<file path="config.mk">
export PLATFORM = sky130hd
export DESIGN_NAME = z80_io_ctrl
export DESIGN_NICKNAME = d
export VERILOG_FILES = /design/src/rtl/z80_pkg.sv /design/src/rtl/z80_sync.sv /design/src/rtl/z80_io_ctrl.sv
export SDC_FILE = /design/constraint.sdc
export NUM_CORES = 1
export LEC_CHECK = 0
export ABC_AREA = 1
export ABC_CLOCK_PERIOD_IN_PS = 1800
export BUFFER_PORTS_ARGS = -buffer_cell sky130_fd_sc_hd__buf_4
export CAP_MARGIN = 20
export CORE_UTILIZATION = 40
export DETAILED_ROUTE_END_ITERATION = 6
export PLACE_DENSITY = 0.78
export SLEW_MARGIN = 20
export SYNTH_ARGS = -nofsm -noshare
export SYNTH_HDL_FRONTEND = slang
export SYNTH_HIERARCHICAL = 1
export SYNTH_SLANG_ARGS = --single-unit
</file>
<file path="constraint.sdc">
create_clock -name CLK -period 1.8 [get_ports CLK]
set_clock_uncertainty 0.1 [all_clocks]
set_input_delay 0 -clock CLK [delete_from_list [all_inputs] [get_ports CLK]]
set_output_delay 0 -clock CLK [all_outputs]
set_load 0.005 [all_outputs]
</file>
<file path="src/rtl/z80_pkg.sv">
// Shared types and default widths for the Z80 pad-side I/O conditioning block.
package z80_pkg;
  typedef enum logic [1:0] {
    RD     = 2'd0,
    TURN_W = 2'd1,
    DRIVE  = 2'd2,
    TURN_R = 2'd3
  } turn_state_t;

  localparam int ADDR_W_DEF = 16;
  localparam int DATA_W_DEF = 8;
endpackage

</file>
<file path="src/rtl/z80_sync.sv">
// Multi-flop synchroniser; all stages load RST_VAL on reset so the
// output shows the pad's inactive level until real data arrives.
module z80_sync #(
  parameter int             W       = 1,
  parameter int             STAGES  = 2,
  parameter logic [W-1:0]   RST_VAL = '0
) (
  input  logic         clk,
  input  logic         rst,
  input  logic [W-1:0] d,
  output logic [W-1:0] q
);
  logic [W-1:0] chain [STAGES];

  always_ff @(posedge clk or posedge rst) begin
    if (rst) begin
      for (int i = 0; i < STAGES; i++) chain[i] <= RST_VAL;
    end else begin
      chain[0] <= d;
      for (int i = 1; i < STAGES; i++) chain[i] <= chain[i-1];
    end
  end

  assign q = chain[STAGES-1];
endmodule

</file>
<file path="src/rtl/z80_io_ctrl.sv">
// Pad-side conditioning for cpu_z80: input synchronisers, NMI edge detect,
// stretched core reset, registered pad strobes and data-bus turnaround FSM.
module z80_io_ctrl
  import z80_pkg::*;
#(
  parameter int ADDR_W      = ADDR_W_DEF,
  parameter int DATA_W      = DATA_W_DEF,
  parameter int SYNC_STAGES = 2,
  parameter int RST_STRETCH = 4,
  parameter int TURN_CYC    = 1
) (
  input  logic              CLK,
  input  logic              RESET,
  input  logic [DATA_W-1:0] DI_PAD,
  input  logic              INT_N_PAD,
  input  logic              NMI_N_PAD,
  input  logic              WAIT_N_PAD,
  output logic [DATA_W-1:0] DI_S,
  output logic              INT_S,
  output logic              NMI_PULSE,
  output logic              WAIT_S,
  output logic              RESET_CORE,
  input  logic [DATA_W-1:0] DO_C,
  input  logic [ADDR_W-1:0] ADDR_C,
  input  logic              WR_C,
  input  logic              MREQ_C,
  input  logic              IORQ_C,
  input  logic              HALT_C,
  input  logic              M1_C,
  output logic              WR_ACK,
  output logic [DATA_W-1:0] DO,
  output logic              DO_OE,
  output logic [ADDR_W-1:0] ADDR,
  output logic              WR_N,
  output logic              MREQ_N,
  output logic              IORQ_N,
  output logic              HALT_N,
  output logic              M1_N
);
  localparam int              RST_CW    = (RST_STRETCH > 1) ? $clog2(RST_STRETCH) : 1;
  localparam logic [RST_CW-1:0] RST_LOAD = RST_CW'(RST_STRETCH - 1);
  localparam logic [2:0]      TURN_LAST = (TURN_CYC > 0) ? 3'(TURN_CYC - 1) : 3'd0;
  localparam bit              NO_TURN   = (TURN_CYC == 0);

  logic              int_n_s, nmi_n_s, wait_n_s, nmi_n_prev;
  logic [RST_CW-1:0] rst_cnt;
  turn_state_t       state, state_nxt;
  logic [2:0]        turn_cnt, turn_cnt_nxt;

  z80_sync #(.W(DATA_W), .STAGES(SYNC_STAGES), .RST_VAL({DATA_W{1'b0}})) u_sync_di (
    .clk(CLK), .rst(RESET), .d(DI_PAD), .q(DI_S));
  z80_sync #(.W(1), .STAGES(SYNC_STAGES), .RST_VAL(1'b1)) u_sync_int (
    .clk(CLK), .rst(RESET), .d(INT_N_PAD), .q(int_n_s));
  z80_sync #(.W(1), .STAGES(SYNC_STAGES), .RST_VAL(1'b1)) u_sync_nmi (
    .clk(CLK), .rst(RESET), .d(NMI_N_PAD), .q(nmi_n_s));
  z80_sync #(.W(1), .STAGES(SYNC_STAGES), .RST_VAL(1'b1)) u_sync_wait (
    .clk(CLK), .rst(RESET), .d(WAIT_N_PAD), .q(wait_n_s));

  assign INT_S  = ~int_n_s;
  assign WAIT_S = ~wait_n_s;

  // Core reset asserts with RESET and releases on the RST_STRETCH-th edge after.
  always_ff @(posedge CLK or posedge RESET) begin
    if (RESET) begin
      rst_cnt    <= RST_LOAD;
      RESET_CORE <= 1'b1;
    end else if (RESET_CORE) begin
      if (rst_cnt == '0) RESET_CORE <= 1'b0;
      else               rst_cnt    <= rst_cnt - 1'b1;
    end
  end

  // Edge detector keeps tracking during core reset; only the pulse is masked.
  always_ff @(posedge CLK or posedge RESET) begin
    if (RESET) begin
      nmi_n_prev <= 1'b1;
      NMI_PULSE  <= 1'b0;
    end else begin
      nmi_n_prev <= nmi_n_s;
      NMI_PULSE  <= nmi_n_prev & ~nmi_n_s & ~RESET_CORE;
    end
  end

  always_comb begin
    state_nxt    = state;
    turn_cnt_nxt = turn_cnt;
    if (RESET_CORE) begin
      state_nxt    = RD;
      turn_cnt_nxt = 3'd0;
    end else begin
      case (state)
        RD: if (WR_C) begin
          if (NO_TURN) state_nxt = DRIVE;
          else         state_nxt = TURN_W;
          turn_cnt_nxt = 3'd0;
        end
        TURN_W: begin
          if (!WR_C)                      state_nxt    = RD;
          else if (turn_cnt == TURN_LAST) state_nxt    = DRIVE;
          else                            turn_cnt_nxt = turn_cnt + 3'd1;
        end
        DRIVE: if (!WR_C) begin
          if (NO_TURN) state_nxt = RD;
          else         state_nxt = TURN_R;
          turn_cnt_nxt = 3'd0;
        end
        TURN_R: begin
          if (WR_C) begin
            state_nxt    = TURN_W;
            turn_cnt_nxt = 3'd0;
          end else if (turn_cnt == TURN_LAST) begin
            state_nxt = RD;
          end else begin
            turn_cnt_nxt = turn_cnt + 3'd1;
          end
        end
        default: state_nxt = RD;
      endcase
    end
  end

  // WR_N follows the next state so the strobe never leads the data drive.
  always_ff @(posedge CLK or posedge RESET) begin
    if (RESET) begin
      state    <= RD;
      turn_cnt <= 3'd0;
      DO_OE    <= 1'b0;
      WR_ACK   <= 1'b0;
      DO       <= '0;
      ADDR     <= '0;
      WR_N     <= 1'b1;
      MREQ_N   <= 1'b1;
      IORQ_N   <= 1'b1;
      HALT_N   <= 1'b1;
      M1_N     <= 1'b1;
    end else begin
      state    <= state_nxt;
      turn_cnt <= turn_cnt_nxt;
      DO_OE    <= (state_nxt == DRIVE);
      WR_ACK   <= (state_nxt == DRIVE);
      DO       <= DO_C;
      ADDR     <= ADDR_C;
      WR_N     <= ~(WR_C & (state_nxt == DRIVE));
      MREQ_N   <= ~MREQ_C;
      IORQ_N   <= ~IORQ_C;
      HALT_N   <= ~HALT_C;
      M1_N     <= ~M1_C;
    end
  end
endmodule

</file>
==> results.md <==
- Crit-path cells: inv_1 -> ha_1 -> nand2_1 -> nor2_2 -> nor2_1 -> a21oi_1 -> nor2_1
- Mux contribution to synthesized area: 0%
- Fraction of layout instances using a drive strength above 1: about 44%
- Cells after Synth: between 100 and 150
- Reg-to-reg critical path endpoint: state[0]
- Adder-Cell Fraction of Synth Area: ~1.9%
- Initial DRC count: 47
- Antenna fix cells: 0
- Post-cts sizing count: 0
- Seq/Total Area, Yosys: about four fifths
- Antenna Nets Post-Route: 0
- Multi-input combinational cell area: 249 um2
- Run status: complete, no violations
- # rows: 25
- Post-Synth Simple-Gate Area: roughly 7.5%
- CP endpoint kind: flop
- Synth Area in XOR/XNOR: less than 1%
- Hold Path Origin: WR_C
- Top post-synthesis cells by area: dfrtp_1, dfstp_2, inv_1
- Worst-path fanout max: 4
- Unrepaired setup endpoints after global routing: false
- Die Width: around 72 um
- Mapped Area: around 2000 um2
- Critical Path RT: 1.90 ns
- Worst R2R Start: turn_cnt[0]
- DRC errors left: 0
- Initial antenna violation count: 0
- Synthesized flop and latch total: a little over 60
- Root Buffer: clkbuf_8
- Worst-path clk slew: ~0.070 ns
- Synthesized area per cell: about 14 um2
- Final setup fails: 0
- Initial Utilization: between 40% and 50%
- Placer Congestion: just under 0.8
- CTS max path bufs: 2
- CTS buffer count: 9
- First-pass GRT wire length: around 6.4 mm
- Final min period: ~1.4 ns
- Largest net degree at the start of global routing: slightly above 40
- Core Area: 4750 um2
- Gr usage total: ~17%
- Area share of the largest cell type after synthesis: about three fifths
- # Max-Cap Violations: 0
- Post-placement cell area: roughly 2600 um2
- Crit path largest cell delay: 0.38 ns
- Commonest non-fill, non-tap cell in the layout: buf_4
- Worst skew pair latency: between 0.3 and 0.4 ns
- Final Hold Fails: 0
- Tcrit/Tclk final: about three quarters
- Nets: around 310
- Area growth syn-to-layout: 62.5%
- # IOs: 85
- Peak Freq: approximately 0.73 GHz
- PwrDens: 986 nW/um2
- Via density per instance: between 3 and 4
- Final Max Slew Viols: 0
- Drt first pass iters: 4
- Register Area: 1570 um2
- Port Buffers: between 80 and 90
- Leading area contributor after synthesis: dfrtp_1
- R2R cell count: 7
- Setup TNS: 0 ns
- Die area: 5250 um2
- Cell mode on critical path: nor2_1
- Hold path cells: 6
- Die height: about 72 um
- Crit path arrival time: between 1 and 1.5 ns
- Slowest CP cell: dfrtp_1
- Synth unique cells: 20
- Vias: approximately 1,300
- CTS H-Tree Depth: 3
- Syn Nets: around 190
- Detailed placement HPWL: ~2.4 mm
- Gr ovfl total: 0
- CP Launch Type: flop
- Tightest Pin Transition: roughly 0.57 ns
- Tightest Hold Check Type: input port to flop
- Yosys warnings: 6
- Largest family of logic cells by synthesized area: buffers and inverters
- Setup bufs post-CTS: 0
- P_leak: roughly 1.6 nW
- Fillers: about 370
- Fin area: roughly 3200 um2
- Worst slew margin: just over 60%
- Most frequent cells in the layout: buf_4, dfrtp_1, dlygate4sd3_1
- R2R Setup Slk: between 0.4 and 0.5 ns
- Hold EP: turn_cnt[2]
- # clock sinks: 62
- Peak supply drop: ~0.75 mV
- CTS tree: yes
- Complex-gate fraction of the synthesized area: ~2.7%
- Final wirelength: around 4 mm
- Vias in the first global route: 1,452
- Crit Path Category: flop to flop
- DR WL/cell: 11.9 um
==> cell families after synthesis <==
logic type / Yosys count
AOI/OAI and AO/OA: 10
buffers and inverters: 35
xor gates and xnor gates: 1
adders and majority gates: 3
and+or+nand+nor: 29
DFF: 62
==> synth_stat cells <==
master     n
nand2_1   13
dfrtp_1   47
nor2_4     1
o21bai_1   1
buf_4      9
a21oi_1    4
nand2_2    2
o21ai_1    3
nor2_1     7
nor3b_1    1
o21ai_0    1
dfstp_2   15
ha_1       3
nand3_1    1
o22ai_1    1
xor2_1     1
nor2_2     2
nand3b_1   1
inv_1     26
nand3_4    1
==> worst max-delay path: cells and delay by family, from the launching register on <==
family                   cells  cell delay [ns]
AO/OA/AOI/OAI                1             0.16
adder cells (fa/ha/maj)      1             0.16
buffers and inverters        1             0.09
flip-flops                   1             0.38
AND/OR/NAND/NOR              4             0.37
==> area by class of cell <==
| class | instances | area share (%) |
|---|---|---|
| flip-flops and latches | 62 | 48.7 |
| inverters | 26 | 3.03 |
| well taps | 67 | 2.60 |
| multi-input cells | 43 | 7.72 |
| repair buffers | 125 | 32.2 |
| clock inverters | 3 | 0.543 |
| clock buffers | 13 | 5.24 |
==> routing by layer <==
layer,wire (um),vias to the layer above,share of wire [%],GRT usage (%)
li1,-,661,-,-
met3,209,10,5.2,5.69
met1,1430,628,36,17.2
met5,0,-,0,0
met2,2280,48,57,30.3
met4,103,0,2.6,9.80
==> metrics by stage <==
step	power (mW)	hold WS [ns]	setup slack, ns	utilization, %	std cells
detailed placement	2.05	-0.0340	0.434	55.5	283
floorplan	1.84	-0.189	0.532	-	140
global route	3.36	0.0711	0.293	67.8	339
finish	3.18	0.0374	0.432	67.8	339
global placement	2.03	-0.0372	0.491	55.5	283
CTS	3.21	0.0280	0.430	67.8	339
==> worst max-delay path by stage <==
stage               depth (start not counted)       end        start
global route                                7  state[0]  turn_cnt[0]
global placement                            7  state[0]  turn_cnt[0]
finish                                      7  state[0]  turn_cnt[0]
detailed placement                          7  state[0]  turn_cnt[0]
floorplan                                   7  state[0]  turn_cnt[0]
CTS                                         7  state[0]  turn_cnt[0]
==> what timing repair did <==
action | 4_1_cts | 5_1_grt
hold endpoints to repair | 92 | 0
hold buffers | 40 | 0
setup endpoints to repair | 0 | 0
==> power breakdown <==
part	internal (mW)	switching, mW	leakage (nW)
Sequential	1.51	0.0504	0.715
Combinational	0.290	0.241	0.813
Clock	0.608	0.480	0.0954
==> state kept, by name, summed over array words and instances (netlist names) <==
register / cells
ADDR: 16
DO: 8
DO_OE: 1
HALT_N: 1
IORQ_N: 1
M1_N: 1
MREQ_N: 1
NMI_PULSE: 1
RESET_CORE: 1
WR_N: 1
nmi_n_prev: 1
rst_cnt: 2
state: 2
turn_cnt: 3
u_sync_di/chain: 8
u_sync_di/q: 8
u_sync_int/chain: 1
u_sync_int/q: 1
u_sync_nmi/chain: 1
u_sync_nmi/q: 1
u_sync_wait/chain: 1
u_sync_wait/q: 1
Note: power is estimated with default switching activity, not from simulation.
